==> config.mk <==
export PLATFORM = sky130hd
export DESIGN_NAME = mem_srv
export DESIGN_NICKNAME = d
export VERILOG_FILES = /design/src/rtl/mem_srv.sv
export SDC_FILE = /design/constraint.sdc
export NUM_CORES = 1
export LEC_CHECK = 0
export CAP_MARGIN = 10
export CORE_AREA = 10 10 85 123
export DETAILED_ROUTE_END_ITERATION = 10
export DIE_AREA = 0 0 95 133
export PLACE_DENSITY = 0.9
export SLEW_MARGIN = 20
export SYNTH_ARGS = -nofsm -noshare
export SYNTH_HDL_FRONTEND = slang
export SYNTH_SLANG_ARGS = --single-unit
==> constraint.sdc <==
create_clock -name clk -period 3.2 [get_ports clk]
set_input_delay 0.32 -clock clk [delete_from_list [all_inputs] [get_ports clk]]
set_output_delay 0.32 -clock clk [all_outputs]
set_load 0.01 [all_outputs]
==> src/rtl/mem_srv.sv <==
// Byte-request responder for a 16-bit async SRAM/PSRAM: edge-detects mapper strobes, holds one pending slot, runs timed chip cycles.
// Optional write protection of page WP_PAGE is enabled by defining MEM_WR_PROTECT_EN.
module mem_srv #(
    parameter int         RD_CYC  = 4,
    parameter int         WR_CYC  = 4,
    parameter int         REC_CYC = 1,
    parameter logic [6:0] WP_PAGE = 7'h7f
) (
    input  logic        clk,
    input  logic        rst,
    input  logic        req_ce,
    input  logic        req_oe,
    input  logic        req_we,
    input  logic [23:0] req_addr,
    input  logic [7:0]  req_dati,
    output logic [7:0]  req_dato,
    output logic        busy,
    output logic [22:0] mem_addr,
    input  logic [15:0] mem_dq_i,
    output logic [15:0] mem_dq_o,
    output logic        mem_dq_oe,
    output logic        mem_ce_n,
    output logic        mem_oe_n,
    output logic        mem_we_n,
    output logic        mem_ub_n,
    output logic        mem_lb_n
);

    typedef enum logic [1:0] {IDLE, RD, WR, REC} state_t;

    state_t      state, state_nx;
    logic [7:0]  cnt, cnt_nx;
    logic        lane, lane_nx;
    logic        rd_prev, wr_prev, rd_req, wr_req;
    logic        slot_vld, slot_wr, slot_take, slot_wp;
    logic [23:0] slot_addr;
    logic [7:0]  slot_dati;
    logic [22:0] addr_nx;
    logic [15:0] dq_o_nx;
    logic [7:0]  dato_nx;
    logic        dq_oe_nx, ce_n_nx, oe_n_nx, we_n_nx, ub_n_nx, lb_n_nx;

    // A write edge in the same cycle as a read edge wins; the read is dropped.
    assign rd_req    = req_ce & req_oe & ~rd_prev;
    assign wr_req    = req_ce & req_we & ~wr_prev;
    assign slot_take = (state == IDLE) && slot_vld;
    assign busy      = slot_vld || (state != IDLE);

`ifdef MEM_WR_PROTECT_EN
    assign slot_wp = (slot_addr[23:17] == WP_PAGE);
`else
    logic wp_unused;
    assign slot_wp   = 1'b0;
    assign wp_unused = ^WP_PAGE;
`endif

    always_ff @(posedge clk or posedge rst) begin
        if (rst) begin
            rd_prev   <= 1'b0;
            wr_prev   <= 1'b0;
            slot_vld  <= 1'b0;
            slot_wr   <= 1'b0;
            slot_addr <= '0;
            slot_dati <= '0;
        end else begin
            rd_prev <= req_ce & req_oe;
            wr_prev <= req_ce & req_we;
            if (rd_req || wr_req) begin
                slot_vld  <= 1'b1;
                slot_wr   <= wr_req;
                slot_addr <= req_addr;
                slot_dati <= req_dati;
            end else if (slot_take) begin
                slot_vld <= 1'b0;
            end
        end
    end

    always_ff @(posedge clk or posedge rst) begin
        if (rst) begin
            state     <= IDLE;
            cnt       <= '0;
            lane      <= 1'b0;
            mem_addr  <= '0;
            mem_dq_o  <= '0;
            mem_dq_oe <= 1'b0;
            mem_ce_n  <= 1'b1;
            mem_oe_n  <= 1'b1;
            mem_we_n  <= 1'b1;
            mem_ub_n  <= 1'b1;
            mem_lb_n  <= 1'b1;
            req_dato  <= '0;
        end else begin
            state     <= state_nx;
            cnt       <= cnt_nx;
            lane      <= lane_nx;
            mem_addr  <= addr_nx;
            mem_dq_o  <= dq_o_nx;
            mem_dq_oe <= dq_oe_nx;
            mem_ce_n  <= ce_n_nx;
            mem_oe_n  <= oe_n_nx;
            mem_we_n  <= we_n_nx;
            mem_ub_n  <= ub_n_nx;
            mem_lb_n  <= lb_n_nx;
            req_dato  <= dato_nx;
        end
    end

    // Outside WR the data bus defaults off, which also gives the one-cycle hold after a write.
    always_comb begin
        state_nx = state;
        cnt_nx   = cnt;
        lane_nx  = lane;
        addr_nx  = mem_addr;
        dq_o_nx  = mem_dq_o;
        dq_oe_nx = 1'b0;
        ce_n_nx  = mem_ce_n;
        oe_n_nx  = mem_oe_n;
        we_n_nx  = mem_we_n;
        ub_n_nx  = mem_ub_n;
        lb_n_nx  = mem_lb_n;
        dato_nx  = req_dato;
        unique case (state)
            IDLE: begin
                if (slot_vld) begin
                    addr_nx = slot_addr[23:1];
                    lane_nx = slot_addr[0];
                    ce_n_nx = 1'b0;
                    lb_n_nx = slot_addr[0];
                    ub_n_nx = ~slot_addr[0];
                    cnt_nx  = '0;
                    if (slot_wr) begin
                        state_nx = WR;
                        dq_o_nx  = {slot_dati, slot_dati};
                        dq_oe_nx = ~slot_wp;
                        we_n_nx  = slot_wp;
                    end else begin
                        state_nx = RD;
                        oe_n_nx  = 1'b0;
                    end
                end
            end
            RD: begin
                if (cnt == 8'(RD_CYC - 1)) begin
                    dato_nx  = lane ? mem_dq_i[15:8] : mem_dq_i[7:0];
                    ce_n_nx  = 1'b1;
                    oe_n_nx  = 1'b1;
                    ub_n_nx  = 1'b1;
                    lb_n_nx  = 1'b1;
                    cnt_nx   = '0;
                    state_nx = (REC_CYC == 0) ? IDLE : REC;
                end else begin
                    cnt_nx = cnt + 8'd1;
                end
            end
            WR: begin
                dq_oe_nx = mem_dq_oe;
                if (cnt == 8'(WR_CYC - 1)) begin
                    ce_n_nx  = 1'b1;
                    we_n_nx  = 1'b1;
                    ub_n_nx  = 1'b1;
                    lb_n_nx  = 1'b1;
                    cnt_nx   = '0;
                    state_nx = (REC_CYC == 0) ? IDLE : REC;
                end else begin
                    cnt_nx = cnt + 8'd1;
                end
            end
            REC: begin
                if (cnt == 8'(REC_CYC - 1)) begin
                    cnt_nx   = '0;
                    state_nx = IDLE;
                end else begin
                    cnt_nx = cnt + 8'd1;
                end
            end
            default: state_nx = IDLE;
        endcase
    end

endmodule

# Word level (Yosys, flattened, before mapping)
# Cells that the tools add are included.
dict set report word_totals {
  regBits 100
  input_bits 53
  out_inout_bits 54
}
dict set report classes {
  bitwise_logic 7
  muxes 28
  add_sub_neg 1
  n_reduce_logical 18
  n_eq_ne 11
}
# cell count
set ops {}
lappend ops {{$mux W8} 4}
lappend ops {{$pmux W8 S3} 1}
lappend ops {{$mux W1} 12}
lappend ops {{$ne A2 B2 Y1 const B} 6}
lappend ops {{$pmux W1 S2} 6}
lappend ops {{$reduce_bool A2 Y1} 5}
lappend ops {{$reduce_and A3 Y1} 3}
lappend ops {{$add A8 B1 Y8 const B} 1}
lappend ops {{$eq A8 B2 Y1 const B} 1}
lappend ops {{$logic_not A8 Y1} 1}
lappend ops {{$mux W2} 4}
lappend ops {{$reduce_and A4 Y1} 2}
lappend ops {{$pmux W2 S3} 1}
lappend ops {{$and A1 B1 Y1} 4}
lappend ops {{$eq A2 B2 Y1 const B} 2}
lappend ops {{$reduce_and A2 Y1} 2}
lappend ops {{$not A1 Y1} 3}
lappend ops {{$eq A2 B1 Y1 const B} 1}
lappend ops {{$logic_not A2 Y1} 1}
lappend ops {{$logic_or A1 B1 Y1} 2}
lappend ops {{$ne A2 B1 Y1 const B} 1}
lappend ops {{$reduce_or A2 Y1} 1}
lappend ops {{$logic_and A1 B1 Y1} 1}

# Logic depth before layout (Yosys ltp)
dict set report depth {
  depth_word 4
  mapped_depth 8
  mapped_depth_nobuf 8
}

# Least setup slack after synthesis
# No wires, ideal clock.
dict set report synth_timing {
  kind {reg-to-reg}
  from {register state[0]}
  to {register mem_addr[10]}
  arrival_time_ps 1496
  stages_incl_launch_ff 6
  setup_slack_ps 1579
  setup_ps 125
  path_cell_list {dfrtp_1 -> inv_1 -> ha_1 -> nand2_1 -> buf_2 -> mux2_2}
}
dict set report synth_between {
  elab_chain_len 2
}
# element line_no
set synth_rtl {}
lappend synth_rtl {{start: declaration} 31} ;# state_t state, state_nx;
lappend synth_rtl {{start signal: assignment} 94} ;# state <= state_nx;
lappend synth_rtl {{$logic_not A2 Y1} 123} ;# unique case (state)
lappend synth_rtl {{$reduce_and A2 Y1 (no source line)} --}
lappend synth_rtl {{end signal: assignment} 97} ;# mem_addr <= addr_nx;
lappend synth_rtl {{end: declaration} 18} ;# output logic [22:0] mem_addr,
# No other way between the ends.
# A chain may end at the register's enable or synchronous reset.

# Worst setup path in the final report
dict set report layout_timing {
  from {register state[0]}
  to {output port busy}
}
dict set report layout_between {
  elab_chain_len 2
}
# element line_no
set layout_rtl {}
lappend layout_rtl {{$reduce_bool A2 Y1} 47} ;# assign busy = slot_vld || (state != IDLE);
lappend layout_rtl {{$logic_or A1 B1 Y1} 47}
lappend layout_rtl {{end: declaration} 17} ;# output logic busy,
# No other way between the ends.

==> report_table.html <==
<table>
<tr><th>Metric</th><th>Value</th></tr>
<tr><th colspan="2">Placement</th></tr>
<tr><td>Port-buffer cells</td><td>around 110</td></tr>
<tr><td>Number of cells after detailed placement</td><td>488</td></tr>
<tr><td>Post-Place Cell Area</td><td>about 5000 um2</td></tr>
<tr><td>Post-place setup slack</td><td>889 ps</td></tr>
<tr><td>DP Wirelength</td><td>around 6.6 mm</td></tr>
<tr><td>Routability Congestion</td><td>0.800</td></tr>
<tr><th colspan="2">Timing</th></tr>
<tr><td>Post-route worst hold slack</td><td>roughly 400 ps</td></tr>
<tr><td>Post-layout minimum cycle time</td><td>between 2000 and 2500 ps</td></tr>
<tr><td>Highest Clock Rate</td><td>roughly 400 MHz</td></tr>
<tr><td>Actual transition at the worst max-transition pin</td><td>around 730 ps</td></tr>
<tr><td>Total negative slack for setup checks</td><td>0 ps</td></tr>
<tr><td>Number of hold violations in the final report</td><td>0</td></tr>
<tr><td>Share of the clock period used by the worst path</td><td>0.774</td></tr>
<tr><td>Setup-failing EPs final</td><td>0</td></tr>
<tr><td>Setup ws final</td><td>722 ps</td></tr>
<tr><td>Final max-slew violation count</td><td>0</td></tr>
<tr><td>Relative slew slack</td><td>0.513</td></tr>
<tr><td>Worst setup skew after layout</td><td>4.48 ps</td></tr>
<tr><td>RSZ-0062 raised after global routing</td><td>no</td></tr>
<tr><th colspan="2">Floorplanning</th></tr>
<tr><td>Area inside the core boundary</td><td>between 8000 and 9000 um2</td></tr>
<tr><td>Top Ports</td><td>around 110</td></tr>
<tr><td>Starting density of the core</td><td>0.465</td></tr>
<tr><td>Standard-cell row count</td><td>about 40</td></tr>
<tr><td>Vertical extent of the die</td><td>between 100 and 150 um</td></tr>
<tr><td>Die span in x</td><td>95 um</td></tr>
<tr><td>Die Footprint</td><td>around 13000 um2</td></tr>
<tr><th colspan="2">Route</th></tr>
<tr><td>Uppermost routed layer</td><td>met4</td></tr>
<tr><td>Total vias in the final route</td><td>2552</td></tr>
<tr><td>Starting DRT DRC Count</td><td>93</td></tr>
<tr><td>Initial DRT Pass Iterations</td><td>4</td></tr>
<tr><td>Detail Route met3 WL</td><td>between 600 and 700 um</td></tr>
<tr><td>Aggregate routed wire length</td><td>approximately 8.7 mm</td></tr>
<tr><td>Average vias per placed instance</td><td>5.07</td></tr>
<tr><td>Antenna Nets Post-Route</td><td>0</td></tr>
<tr><td>Met2 Routed Length</td><td>~4.7 mm</td></tr>
<tr><td>Routed WL per cell</td><td>17.3 um</td></tr>
<tr><td>Number of remaining DRC errors</td><td>0</td></tr>
<tr><td>Wire length the detailed router placed on met1</td><td>roughly 3.2 mm</td></tr>
<tr><th colspan="2">Synth</th></tr>
<tr><td>Mean instance size in the synthesized netlist</td><td>approximately 13 um2</td></tr>
<tr><td>Syn_nets</td><td>approximately 350</td></tr>
<tr><td>Main area contributors after synthesis</td><td>dfrtp_1 (56%), mux2_2 (18%), dfstp_2 (3.4%), ha_1 (2.6%), mux2i_1 (2.3%)</td></tr>
<tr><td>Most used DFF post-synth</td><td>dfrtp_1</td></tr>
<tr><td>Adder and majority gate portion of the synthesized area</td><td>0.0259</td></tr>
<tr><td>Compound-gate portion of the synthesized area</td><td>0.0706</td></tr>
<tr><td>Main combinational cell family by area after synthesis</td><td>multiplexers</td></tr>
<tr><td>List of most frequent post-synthesis cells</td><td>dfrtp_1 (87), mux2_2 (62), nand2_1 (22)</td></tr>
<tr><td>Post-synth EDFFs</td><td>0</td></tr>
<tr><td>Proportion of netlist area held by the largest area contributor</td><td>0.563</td></tr>
<tr><td>Asr flop ratio synth</td><td>1.00</td></tr>
<tr><td>Share of cell area taken by muxes after synthesis</td><td>0.208</td></tr>
<tr><td>Simple-gate portion of the synthesized area</td><td>0.0608</td></tr>
<tr><td>Most repeated cell in the gate-level netlist after synthesis</td><td>dfrtp_1</td></tr>
<tr><td>Synth area leader</td><td>dfrtp_1</td></tr>
<tr><td>Register bit count reported by yosys</td><td>roughly 90</td></tr>
<tr><td>Parity-gate share of the synthesized area counting xor and xnor cells</td><td>0</td></tr>
<tr><td>Sequential element share of the synthesized area</td><td>0.597</td></tr>
<tr><td>Synth warn</td><td>0</td></tr>
<tr><td>Cell Area, Synth</td><td>3870 um2</td></tr>
<tr><td>Distinct cell type count of the synthesized netlist</td><td>33</td></tr>
<tr><td>Cell count after synthesis</td><td>~290</td></tr>
<tr><th colspan="2">Outcome</th></tr>
<tr><td>Run status</td><td>completed</td></tr>
<tr><th colspan="2">Final layout</th></tr>
<tr><td>Antenna diode count</td><td>0</td></tr>
<tr><td>Fillers</td><td>around 630</td></tr>
<tr><td>Post-Route Utilization</td><td>0.640</td></tr>
<tr><td>Fraction of layout cells with a size suffix above 1</td><td>0.235</td></tr>
<tr><td>Layout Nets</td><td>about 450</td></tr>
<tr><td>Final Instance Count excl. Fillers</td><td>a little over 500</td></tr>
<tr><td>Total area of sequential cells</td><td>about 2300 um2</td></tr>
<tr><td>Area taken by multi-input logic gates</td><td>between 1000 and 1500 um2</td></tr>
<tr><td>Layout Cell Area excl Fill</td><td>between 5000 and 6000 um2</td></tr>
<tr><td>Post-synthesis to final-layout area growth</td><td>37.7%</td></tr>
<tr><th colspan="2">Critical path</th></tr>
<tr><td>Startpoint of the worst register-to-register path</td><td>cnt[2]$_DFFE_PP0N_</td></tr>
<tr><td>Crit Reg-Reg Endpoint</td><td>mem_oe_n$_DFFE_PP1P_</td></tr>
<tr><td>Startpoint-to-endpoint class of the critical path</td><td>flop to primary output</td></tr>
<tr><td>Register-to-register path setup slack</td><td>~1300 ps</td></tr>
<tr><td>Cell depth of the worst flop-to-flop path</td><td>5</td></tr>
<tr><td>Worst-path maximum fanout</td><td>9</td></tr>
<tr><td>Required time of the critical path</td><td>2880 ps</td></tr>
<tr><td>Data arrival time of the critical path</td><td>around 2200 ps</td></tr>
<tr><td>Sort of element at the end of the critical path</td><td>primary output</td></tr>
<tr><td>CP Launch Type</td><td>flop</td></tr>
<tr><th colspan="2">Clock tree</th></tr>
<tr><td>Count of buffers added by post-CTS timing repair for setup</td><td>0</td></tr>
<tr><td>Number of clock sinks</td><td>between 90 and 100</td></tr>
<tr><td>Number of buffers added by the clock tree synthesis step</td><td>9</td></tr>
<tr><td>TritonCTS clock tree</td><td>done</td></tr>
<tr><td>Number of levels the H-tree was split into</td><td>3</td></tr>
<tr><td>Number of gates resized after CTS</td><td>0</td></tr>
<tr><td>Max Buffers Root-to-Sink</td><td>2</td></tr>
<tr><td>Cell at the root of the clock tree</td><td>clkbuf_16</td></tr>
<tr><td>Clock network latency to the later pin of the worst-skew pair</td><td>340 ps</td></tr>
<tr><td>Number of buffers inserted for hold repair after clock tree synthesis</td><td>0</td></tr>
<tr><td>Clock input transition at the sequential cells of the worst setup and hold paths</td><td>around 60 ps</td></tr>
<tr><th colspan="2">Global route</th></tr>
<tr><td>Total congestion overflow</td><td>0</td></tr>
<tr><td>Pin count of the biggest net entering global routing</td><td>51</td></tr>
<tr><td>Initial antenna violation count</td><td>0</td></tr>
<tr><td>Global-route wire length before repair</td><td>around 14 mm</td></tr>
<tr><td>Combined global-route utilization of all metal layers</td><td>0.136</td></tr>
<tr><td>Vias in the first global route</td><td>~2700</td></tr>
<tr><th colspan="2">Pwr</th></tr>
<tr><td>Power per cell area</td><td>between 900 and 1000 nW/um2</td></tr>
<tr><td>Max rail drop VDD</td><td>~0.00056 V</td></tr>
<tr><td>Sum of internal, switching and leakage power</td><td>between 4 and 5 mW</td></tr>
<tr><td>Leakage power of the design</td><td>around 2.3 nW</td></tr>
<tr><th colspan="2">Job</th></tr>
<tr><td># Max-Cap Violations</td><td>0</td></tr>
<tr><th colspan="2">Worst hold path</th></tr>
<tr><td>Min-Delay Path Class</td><td>input pin to async pin</td></tr>
</table>
-- placed cells by master, fill, tap and decap left out, types with 2 or more instances in the layout --
master,count
dfrtp_1,87
nor2_4,2
clkbuf_16,9
a21o_1,3
dfstp_2,5
nor3_1,2
nor2_1,7
nor2b_1,2
nand2_1,21
mux2i_1,9
ha_1,8
buf_4,2
nand3_1,2
a22o_1,4
bufinv_16,2
o21ai_0,14
inv_1,10
o21ai_1,7
a2bb2oi_1,2
a21oi_1,5
clkdlybuf4s50_1,106
and3_1,6
nand2b_1,2
mux2_2,62
clkinv_2,2
-- how the worst max path moves through the flow --
stage / start / endpoint / slack, ps / cells after the start
2_1_floorplan: rst / cnt[0]$_DFFE_PP0N_ / 500 / 1
3_3_place_gp: req_ce / slot_addr[6]$_DFFE_PP0P_ / 940 / 5
3_5_place_dp: req_ce / slot_addr[13]$_DFFE_PP0P_ / 890 / 5
4_1_cts: state[0]$_DFFE_PP0P_ / busy / 720 / 6
5_1_grt: state[0]$_DFFE_PP0P_ / busy / 590 / 6
6_report: state[0]$_DFFE_PP0P_ / busy / 720 / 6
-- cell families after synthesis --
| group | after synthesis |
|---|---|
| simple gates | 47 |
| fa+ha+maj | 8 |
| buf+inv | 28 |
| compound gates | 41 |
| mux | 72 |
| flops | 92 |
-- cell type report --
cell class                 count  share of cell area
tap                          107              0.0252
inverter                      12             0.00870
sequential                    92               0.434
clock buffer                  11              0.0456
timing repair buffer         109               0.206
multi-input combinational    168               0.267
clock inverter                 4              0.0139
-- critical path: stages, from the launching register on --
cell and delay, ps:
dfrtp_1 430, inv_1 120, ha_1 250, inv_1 110, nor2_4 260, inv_2 140, clkdlybuf4s50_1 510
-- routing by layer --
metal,GRT usage,vias up
met3,0.0487,11
met1,0.139,1255
met2,0.241,80
met4,0.0576,0
li1,-,1206
met5,0,-
-- sequential cells by signal (all words and copies together), names as in the netlist, 2 cells and up --
| register | flops |
|---|---|
| req_dato | 8 |
| slot_dati | 8 |
| slot_addr | 24 |
| mem_dq_o | 8 |
| state | 2 |
| mem_addr | 23 |
| cnt | 8 |
-- where the power goes --
group / switching, mW / leakage (nW) / total [mW] / internal, mW
clock: 0.410 / 0.156 / 1.11 / 0.701
combinational: 0.857 / 1.08 / 2.02 / 1.17
sequential: 0.256 / 1.08 / 1.82 / 1.57
total: 1.52 / 2.32 / 4.96 / 3.43
(Power assumes the default switching activity.)
==> variant: new RTL, config.mk and constraints unchanged <==
The 4 states of `state_t` get a Gray code encoding in 2 bits.
--- a/src/rtl/mem_srv.sv
+++ b/src/rtl/mem_srv.sv
@@ -28,3 +28,3 @@
 
-    typedef enum logic [1:0] {IDLE, RD, WR, REC} state_t;
+    typedef enum logic [1:0] {IDLE = 2'b00, RD = 2'b01, WR = 2'b11, REC = 2'b10} state_t;
 
Function: no difference found for any inputs over 10 cycles, from zero or initial values and one cycle with rst high; not proved beyond that.
==> variant against the unedited design <==
- sequential share of layout area is 0.82 points higher
- wire length up 5.8%
- die area stayed put
- fmax grew 9.0%
- count of clock-buffer cells in the layout shrank 1
- utilization is 1.2 points lower
- design area fell by 1.9%
- total power fell by 5.2%
- area after synthesis is 1.3% lower
- worst setup slack better by 210 ps
- sequential cell count unchanged
- synthesized cell count up 12%
- highest routed layer unchanged
==> variant: results (changes against the unedited design) <==
* Status: finished, final reports clean (unchanged)
* Fraction of area in multi-input gates at 25.8% (was 26.7%)
* Largest cells by area after synthesis: dfrtp_1, mux2_2, nand2_1, dfstp_2, mux2i_1 (was dfrtp_1, mux2_2, dfstp_2, ha_1, mux2i_1)
* Vias in the first global route at 2910 (was 2726)
* Critical path's largest stage delay at 560 ps (was 510 ps)
* Inverters at 9 (was 12)
* Largest net degree at the start of global routing at 93 (was 51)
* Finished Layout Cells at 535 (was 503)
* DP Area at 0.00492 mm2 (was 0.00500 mm2)
* Synthesized cell area at 0.00382 mm2 (was 0.00387 mm2)
* Routed WL at 9180 um (was 8680 um)
* Total track usage at 14.7% (was 13.6%)
* Fillers at 626 (was 625)
* Vias post-DR at 2711 (was 2552)
* Post-Syn Area per Cell at 11.8 um2 (was 13.4 um2)
* Grt met2 use at 26.0% (was 24.1%)
* Synth Area in Adders at 0.656% (was 2.59%)
* Placed cells at 519 (was 488)
* Synth unique cells at 43 (was 33)
* Multiplexer share of the synthesized area at 13.9% (was 20.8%)
* Post-CTS setup buffers at 0 (unchanged)
* RD Place Congestion at 0.810 (was 0.800)
* Pre-antenna DRT Iters at 5 (was 4)
* DP Worst Slack at 1190 ps (was 889 ps)
* Initial drt markers at 85 (was 93)
* First-pass GRT wire length at 14600 um (was 13500 um)
* Post-synth top cells: dfrtp_1, nand2_1, mux2_2, o21ai_0 (was dfrtp_1, mux2_2, nand2_1, o21ai_0, inv_1)
* Net Sw Frac at 32.4% (was 30.7%)
* Max FO, Critical Path at 11 (was 9)
* Synth Area in XOR/XNOR at 0.230% (was 0%)
* Post-DP HPWL at 6810 um (was 6610 um)
* Power Density at 899 mW/mm2 (was 931 mW/mm2)
* Met1 Use GR at 15.2% (was 13.9%)
* Ys flop type: dfrtp_1 (unchanged)
* Clock buffers at 10 (was 11)
* Worst vdd ir at 517 uV (was 556 uV)
* Root Driver: clkbuf_16 (unchanged)
* Met3 routed WL at 574 um (was 642 um)
* Clock net power at 1.05 mW (was 1.11 mW)
* WL met2 at 4970 um (was 4710 um)
* Critical-path top delay cell: or3_1 (was clkdlybuf4s50_1)
* Port Buffers at 106 (unchanged)
* Synth Net Count at 378 (was 349)
* Multi-In Gates at 202 (was 168)
* Max Clock Skew at 5.42 ps (was 4.48 ps)
* Leakage power at 2.35 nW (was 2.32 nW)
* Top delay family on crit path: simple AND/OR/NAND/NOR gates (was buffers and inverters)
* Share of post-route cells with drive strength above 1 at 18.7% (was 23.5%)
* Met3 usage at 4.59% (was 4.87%)
* Seq. pwr at 1.90 mW (was 1.82 mW)
* Area delta synth->final at 36.9% (was 37.7%)
* Relative slew slack at 41.7% (was 51.3%)
* WP data arrival at 1950 ps (was 2160 ps)
* Routed met1 length at 3410 um (was 3210 um)
* Synth Area in Compound Gates at 6.43% (was 7.06%)
* Register area share after synthesis at 60.5% (was 59.7%)
* Data buffer area share at 21.0% (was 20.6%)
-- variant: cell count changes in the layout (fill, tap and decap cells not counted), sizes merged, moves of 3 or more --
| cell | change |
|---|---|
| nand2 | +64 |
| mux2 | -23 |
| ha | -6 |
| inv | -3 |
-- variant: kinds of logic (layout without fill, tap and decap cells) --
group | count (synthesis) | after routing
AOI/OAI and AO/OA | 38 | 38
muxes | 48 | 48
and+or+nand+nor | 113 | 113
adders and majority gates | 2 | 2
xor gates and xnor gates | 1 | 1
buffers and inverters | 29 | 134
DFF | 92 | 92
-- variant: final timing paths --
kind / startpoint / end / slack, ps / cells past startpoint
max: state[0] / busy / 930 / 2
min: rst / mem_dq_o[10] / 420 / 3
max reg2reg: state[0] / mem_dq_o[11] / 1320 / 4
min reg2reg: slot_addr[20] / mem_addr[19] / 460 / 2
max in group asynchronous: rst / mem_ce_n / 2410 / 3
min in group clk: slot_addr[20] / mem_addr[19] / 460 / 2
